## src/rtl/inst_fetch_pkg.sv

```systemverilog
// Shared definitions for the instruction fetch stage: default widths,
// fetch FSM state encodings and the canonical NOP instruction word.
package inst_fetch_pkg;

    localparam int ADDR_SIZE_DEF = 32;
    localparam int INST_SIZE_DEF = 32;

    // addi x0, x0, 0
    localparam logic [31:0] NOP_INST = 32'h0000_0013;

    // IDLE: nothing outstanding; WAIT: one outstanding, keep its response;
    // DROP: one outstanding, discard its response (PC was redirected).
    typedef enum logic [1:0] {
        IDLE = 2'd0,
        WAIT = 2'd1,
        DROP = 2'd2
    } fetch_state_e;

endpackage

```

## src/rtl/fetch_buffer.sv

```systemverilog
// Two-entry FIFO holding fetched {pc, instruction} pairs for decode.
// Clear has priority over push and pop; head is always visible.
module fetch_buffer
    import inst_fetch_pkg::*;
#(
    parameter int ADDR_SIZE = ADDR_SIZE_DEF,
    parameter int INST_SIZE = INST_SIZE_DEF
) (
    input  logic                 clk,
    input  logic                 reset,
    input  logic                 push_i,
    input  logic [ADDR_SIZE-1:0] push_pc_i,
    input  logic [INST_SIZE-1:0] push_inst_i,
    input  logic                 pop_i,
    input  logic                 clear_i,
    output logic [1:0]           count_o,
    output logic [ADDR_SIZE-1:0] head_pc_o,
    output logic [INST_SIZE-1:0] head_inst_o
);

    logic [ADDR_SIZE-1:0] pc_q   [2];
    logic [INST_SIZE-1:0] inst_q [2];
    logic                 wr_ptr_q;
    logic                 rd_ptr_q;
    logic [1:0]           count_q;
    logic                 do_push;
    logic                 do_pop;

    assign do_push = push_i & ~clear_i;
    assign do_pop  = pop_i & ~clear_i & (count_q != 2'd0);

    // Pointer and occupancy bookkeeping; a clear empties the FIFO outright.
    always_ff @(posedge clk or posedge reset) begin
        if (reset) begin
            wr_ptr_q <= 1'b0;
            rd_ptr_q <= 1'b0;
            count_q  <= 2'd0;
        end else if (clear_i) begin
            wr_ptr_q <= 1'b0;
            rd_ptr_q <= 1'b0;
            count_q  <= 2'd0;
        end else begin
            if (do_push) wr_ptr_q <= ~wr_ptr_q;
            if (do_pop)  rd_ptr_q <= ~rd_ptr_q;
            case ({do_push, do_pop})
                2'b10:   count_q <= count_q + 2'd1;
                2'b01:   count_q <= count_q - 2'd1;
                default: ;
            endcase
        end
    end

    // Entry storage, written at the tail; contents survive a clear.
    always_ff @(posedge clk or posedge reset) begin
        if (reset) begin
            pc_q[0]   <= '0;
            pc_q[1]   <= '0;
            inst_q[0] <= '0;
            inst_q[1] <= '0;
        end else if (do_push) begin
            pc_q[wr_ptr_q]   <= push_pc_i;
            inst_q[wr_ptr_q] <= push_inst_i;
        end
    end

    // The issue throttle upstream guarantees room for every push.
    a_no_push_full: assert property (@(posedge clk) disable iff (reset)
        !(do_push && count_q == 2'd2));

    assign count_o     = count_q;
    assign head_pc_o   = pc_q[rd_ptr_q];
    assign head_inst_o = inst_q[rd_ptr_q];

endmodule

```

## src/rtl/inst_fetch.sv

```systemverilog
// Instruction fetch stage: issues one instruction-memory request at a time,
// buffers responses in a 2-entry FIFO for decode and drops stale responses
// after a PC redirect. Back-to-back issue in the response cycle gives
// one instruction per cycle with a single-cycle memory.
module inst_fetch
    import inst_fetch_pkg::*;
#(
    parameter int ADDR_SIZE = ADDR_SIZE_DEF,
    parameter int INST_SIZE = INST_SIZE_DEF
) (
    input  logic                 clk,
    input  logic                 reset,
    input  logic [ADDR_SIZE-1:0] pc,
    output logic                 pcStall,
    input  logic                 flush,
    output logic                 imemReqValid,
    input  logic                 imemReqReady,
    output logic [ADDR_SIZE-1:0] imemAddr,
    input  logic                 imemRespValid,
    input  logic [INST_SIZE-1:0] imemRespData,
    output logic                 decValid,
    input  logic                 decReady,
    output logic [INST_SIZE-1:0] decInst,
    output logic [ADDR_SIZE-1:0] decPc
);

    fetch_state_e         state_q, state_d;
    logic [ADDR_SIZE-1:0] req_pc_q, req_pc_d;
    logic [1:0]           count;
    logic                 busy;
    logic                 pop;
    logic                 push;
    logic                 accept;
    logic [2:0]           occ;

    assign busy = (state_q != IDLE);
    assign pop  = decValid & decReady & ~flush;
    assign push = (state_q == WAIT) & imemRespValid & ~flush;

    // Slots committed after this cycle: buffered entries left plus the
    // in-flight response. A new request is only allowed if one stays free.
    assign occ = {1'b0, count} - {2'b00, pop} + {2'b00, busy};

    assign imemReqValid = ~reset & ~flush & (occ <= 3'd1)
                        & ((state_q == IDLE) | ((state_q == WAIT) & imemRespValid));
    assign accept   = imemReqValid & imemReqReady;
    assign imemAddr = {pc[ADDR_SIZE-1:2], 2'b00};
    assign pcStall  = reset | (~flush & ~accept);
    assign decValid = (count != 2'd0);

    // Next-state: track whether the single outstanding response is kept.
    always_comb begin
        state_d  = state_q;
        req_pc_d = req_pc_q;
        if (accept) req_pc_d = pc;
        case (state_q)
            IDLE: begin
                if (accept) state_d = WAIT;
            end
            WAIT: begin
                if (imemRespValid) state_d = accept ? WAIT : IDLE;
                else if (flush)    state_d = DROP;
            end
            DROP: begin
                if (imemRespValid) state_d = IDLE;
            end
            default: state_d = IDLE;
        endcase
    end

    // State and request-PC registers.
    always_ff @(posedge clk or posedge reset) begin
        if (reset) begin
            state_q  <= IDLE;
            req_pc_q <= '0;
        end else begin
            state_q  <= state_d;
            req_pc_q <= req_pc_d;
        end
    end

    fetch_buffer #(
        .ADDR_SIZE(ADDR_SIZE),
        .INST_SIZE(INST_SIZE)
    ) u_buf (
        .clk        (clk),
        .reset      (reset),
        .push_i     (push),
        .push_pc_i  (req_pc_q),
        .push_inst_i(imemRespData),
        .pop_i      (pop),
        .clear_i    (flush),
        .count_o    (count),
        .head_pc_o  (decPc),
        .head_inst_o(decInst)
    );

endmodule
```

## config.mk

```make
export PLATFORM = sky130hd
export DESIGN_NAME = inst_fetch
export DESIGN_NICKNAME = d
export VERILOG_FILES = /design/src/rtl/inst_fetch_pkg.sv /design/src/rtl/fetch_buffer.sv /design/src/rtl/inst_fetch.sv
export SDC_FILE = /design/constraint.sdc
export NUM_CORES = 1
export LEC_CHECK = 0
export CORE_ASPECT_RATIO = 0.75
export CORE_UTILIZATION = 50
export DETAILED_ROUTE_END_ITERATION = 6
export PLACE_DENSITY = 0.86
export REMOVE_ABC_BUFFERS = 1
export SLEW_MARGIN = 20
export SYNTH_ARGS = -nofsm -noshare
export SYNTH_HDL_FRONTEND = slang
export SYNTH_HIERARCHICAL = 1
export SYNTH_SLANG_ARGS = --single-unit
```

## constraint.sdc

```tcl
create_clock -name clk -period 6 [get_ports clk]
set_input_delay 1.5 -clock clk [delete_from_list [all_inputs] [get_ports clk]]
set_output_delay 1.5 -clock clk [all_outputs]
set_load 0.005 [all_outputs]
```

Yosys cells after proc, flatten, opt, wreduce, memory -nomap -nowiden
Index checks and enable logic that the tools add are counted.
Storage, ports and cells
  memories: 0
  RAM bits: 0
  register bits: 166
  latch bits: 0
  input bits: 70
  word-level logic and storage cells: 75
  memory bits (read-only): 0
Operators by class
  add/subtract/negate cells: 4
  multiply operators: 0
  $lt $le $gt $ge: 4
  reduce and logical (&&, ||, !) cells: 8
  bitwise gates (word level): 21
  muxes and demuxes: 22
  shift-type cells: 0
  div/mod/pow operators: 0
  eq/ne operators: 7
Operators by type and width (count)
  $mux W32: 7
  $bwmux W64: 2
  $demux W32 S1: 1
  $and A1 B1 Y1: 12
  $mux W2: 5
  $reduce_bool A2 Y1: 4
  $pmux W2 S3: 1
  $mux W1: 5
  $not A1 Y1: 5
  $eq A2 B1 Y1 const B: 2
  $eq A2 B2 Y1 const B: 2
  $ge A2 B2 Y1 const B: 2
  $ne A2 B2 Y1 const B: 2
  $not A1 Y2: 2
  $pmux W2 S2: 1
  $add A3 B1 Y3: 1
  $le A3 B1 Y1 const B: 1
  $ne A3 B3 Y1 const B: 1
  $reduce_and A3 Y1: 1
  $reduce_bool A3 Y1: 1
  $sub A2 B1 Y3: 1
  $add A2 B1 Y2 const B: 1
  $logic_not A2 Y1: 1
  $lt A2 B1 Y1 const B: 1
  3 further kinds: 4

Depth between registers and ports, before layout
  depth in word-level cells: 12
  gate-level depth with buffers: 11

Modules after synthesis
Netlist, hierarchy kept.
Modules (own cells, without submodules)
  fetch_buffer: area an instance 6059.6 um2, sequential area each 3303.2 um2, cells an instance 363, instances 1
  inst_fetch: area an instance 1784.2 um2, sequential area each 850.8 um2, cells an instance 125, instances 1

Worst setup path before layout
Ideal clock, no wire load.
  path kind: input to output
  start point: in flush
  end point: out pcStall
  stages on the path: 11
  setup slack: 992 ps
  buffers on the path: 1
  arrival: 3508 ps
  path through: inv_1 > and3_1 > ha_1 > inv_1 > ha_1 > inv_1 > fa_1 > nor4b_4 > nand4b_4 > buf_6 > a21o_1
On the way
  cells in the longest elaborated chain, start to end: 11
Ends and longest elaborated chain
  start, declared: line inst_fetch.sv:15  | input logic flush,
  $not A1 Y1: line inst_fetch.sv:37  | assign pop = decValid & decReady & ~flush;
  $and A1 B1 Y1: line inst_fetch.sv:37
  via pop: line inst_fetch.sv:31  | logic pop;
  $sub A2 B1 Y3: line inst_fetch.sv:42  | assign occ = {1'b0, count} - {2'b00, pop} + {2'b00, busy};
  $add A3 B1 Y3: line inst_fetch.sv:42
  $le A3 B1 Y1: line inst_fetch.sv:44  | assign imemReqValid = ~reset & ~flush & (occ <= 3'd1)
  $and A1 B1 Y1: line inst_fetch.sv:44
  $and A1 B1 Y1: line inst_fetch.sv:45  | & ((state_q == IDLE) | ((state_q == WAIT) & imemRespValid));
  $and A1 B1 Y1: line inst_fetch.sv:46  | assign accept = imemReqValid & imemReqReady;
  $not A1 Y1: line inst_fetch.sv:48  | assign pcStall = reset | (~flush & ~accept);
  $and A1 B1 Y1: line inst_fetch.sv:48
  $or A1 B1 Y1: line inst_fetch.sv:48
  end, declared: line inst_fetch.sv:14  | output logic pcStall,
The timed path passes the listed nets, and every way through them passes these cells.

Final worst setup path
Same ends and word-level chain as after synthesis.

==> metrics.txt <==
Detail Route Antenna Nets 0; crit start category primary input; area occupied by multi-input gates 0.003172 mm2; later-pin clock latency in the skew report 0.42 ns; DIE WIDTH roughly 150 um; Max-slew headroom between 30% and 40%; clk sinks 166; Reg2Reg Depth 11; Worst-path clk slew roughly 0.060 ns; RSZ-0062 raised after global routing false; htree depth 4; # DRC 0; Synth Warn # 6; n_diodes 0; row cnt 39; IO Port Bufs 166; post-CTS setup buffer count 0; most frequent cells in the layout clkdlybuf4s50_1 (166), dfrtp_1 (165), mux2_2 (136), mux2_4 (88), clkbuf_16 (17); syn_area_per_cell 16.07 um2; final setup vio count 0; largest net degree at the start of global routing 73; synth top area cells dfrtp_1 (53%), mux2_2 (20%), mux2_4 (17%); Cell Pwr Density ~330 mW/mm2; outcome finished, final reports clean; Longest Clk Path Bufs 2; Layout area overhead 27.23%; I/O Pins 169; Post-Route WL 15520 um; Core ar. between 0.015 and 0.02 mm2; detailed-placement wirelength estimate 9882 um; maximum net fanout on the critical path 5; fin. max-slew vios 0; Distinct cells, synth 34; final worst path period need 5.842 ns; Congestion Overflow GR 0; ys async rst share 100.0%; worst vdd ir 0.0002014 V; fmax about 170 MHz; die area 0.01620 mm2; CP Data Arrival Time 4.34 ns; fin cells approximately 850; Mapped Area 0.007844 mm2; Post-synth EDFFs 0; Tot GR Track Use 20.80%; #FFs+latches synth 166; Clock Tree Root clkbuf_16; RD Place Congestion 0.8053; MaxCap Viol Count 0; Core Util, Final 65.34%; vias per cell slightly above 5; ys flop type dfrtp_1; Hold-fix buffers, CTS 0; placed cell count 813; WL/cell roughly 18 um; period utilization 97.36%; Final Hold Viols 0; Setup Crit Path Kind in -> out; Hold Crit Class reg -> reg; initial DRC count 132; vias in the first global route 4934; Yosys top cell area share 52.96%; Worst Hold Path Cells 1; drt first pass iters 4; first-pass GRT wire length approximately 26000 um; leakage 0.004777 uW; Crit. End Element output port; Resized cells post-CTS 0; Req. time, crit path 4.50 ns; layout cells sized above 1 42.43%; Setup Skew 0.007743 ns; final net count 701; Initial Util 51.36%; Gate Count Post-Synth just under 500; area leader, netlist dfrtp_1; initial antenna violation count 0; routed via count 4341; most common cell after layout, fill and taps aside clkdlybuf4s50_1; fillers around 1100; CTS tree done; Fin Setup TNS 0 ns; chip height 110.5 um; FF/Latch Area 0.004158 mm2; Num CTS Buffers 17; sequential area share after synthesis 52.96%; worst slew pin tran 0.9192 ns
[per-layer routing]
metal	global-route usage [%]	vias up	wire length, um
li1	-	1980	-
met1	27.33	2214	7166
met2	33.33	129	7375
met3	5.992	18	790
met4	6.319	0	185
met5	0	-	0
[cells by family after synthesis]
group / Yosys count / synth area share (%)
xor+xnor: 3 / 0.3350
simple gates: 22 / 2.265
mux: 225 / 36.50
fa+ha+maj: 3 / 0.5742
flops: 166 / 52.96
compound gates: 7 / 0.5584
other cells: 1 / 0.04781
buf+inv: 61 / 6.763
[cell type report]
| type | count | share of cell area (%) |
|---|---|---|
| repair buffers | 175 | 17.45 |
| clock inverters | 14 | 1.981 |
| clock buffers | 18 | 4.300 |
| flip-flops and latches | 166 | 41.66 |
| well taps | 205 | 2.570 |
| inverters | 6 | 0.2508 |
| multi-input cells | 262 | 31.78 |
[report_power, final]
| group | leakage, uW | internal (uW) | switching, uW |
|---|---|---|---|
| clock network | 0.000302 | 702 | 454 |
| registers | 0.00217 | 1310 | 110 |
| logic | 0.00230 | 527 | 218 |
| total | 0.00478 | 2540 | 783 |
[worst max-delay path, cell delays in order]
cell	delay [ns]
clkdlybuf4s50_1	0.49
inv_1	0.07
and3_1	0.21
ha_1	0.30
inv_1	0.05
ha_1	0.13
inv_1	0.05
fa_1	0.50
nor4b_4	0.29
nand4b_4	0.13
a21o_1	0.19
clkdlybuf4s50_1	0.43
[path summary, 6_finish.rpt]
path | start | slack [ns] | endpoint
max in group asynchronous | reset | 3.23 | u_buf/inst_q[0]$_DFFE_PP0P_
worst min-delay path | u_buf/inst_q[27]$_DFFE_PP0P_ | 0.50 | u_buf/inst_q[27]$_DFFE_PP0P_
worst max-delay path | flush | 0.16 | pcStall
worst max register to register | u_buf/count_o[1]$_DFFE_PP0P_ | 2.62 | req_pc_q[31]$_DFFE_PP0P_
min in group asynchronous | reset | 1.64 | req_pc_q[14]$_DFFE_PP0P_
worst min register to register | u_buf/inst_q[27]$_DFFE_PP0P_ | 0.50 | u_buf/inst_q[27]$_DFFE_PP0P_
[flip-flops by register name, summed over array words and instances (netlist names)]
signal	cells
u_buf/inst_q	64
u_buf/count_o	2
u_buf/pc_q	64
u_buf/wr_ptr_q	1
req_pc_q	32
state_q	2
u_buf/rd_ptr_q	1
[stage by stage]
step           power, uW  instance area (um2)  hold WS, ns  setup WS, ns
2_1_floorplan       1763                 7340       0.4740        0.6288
3_3_place_gp        2142                 9330       0.4823        0.2644
3_5_place_dp        2182                 9333       0.4869        0.1715
4_1_cts             3354                 9960       0.5038        0.1668
5_1_grt             3474                 9980       0.5211      0.007790
6_report            3318                 9980       0.5014        0.1585
[cell usage after synthesis, types with 2 or more instances]
cell,count
mux2_4,88
mux2_2,136
inv_1,6
xor2_1,2
buf_12,6
nand2_1,3
buf_6,10
dfrtp_1,166
nand2b_1,2
a21oi_1,2
ha_1,2
nor2_1,5
buf_4,32
o21ai_0,2
buf_2,7
Note: power is estimated with default switching activity, not from simulation.
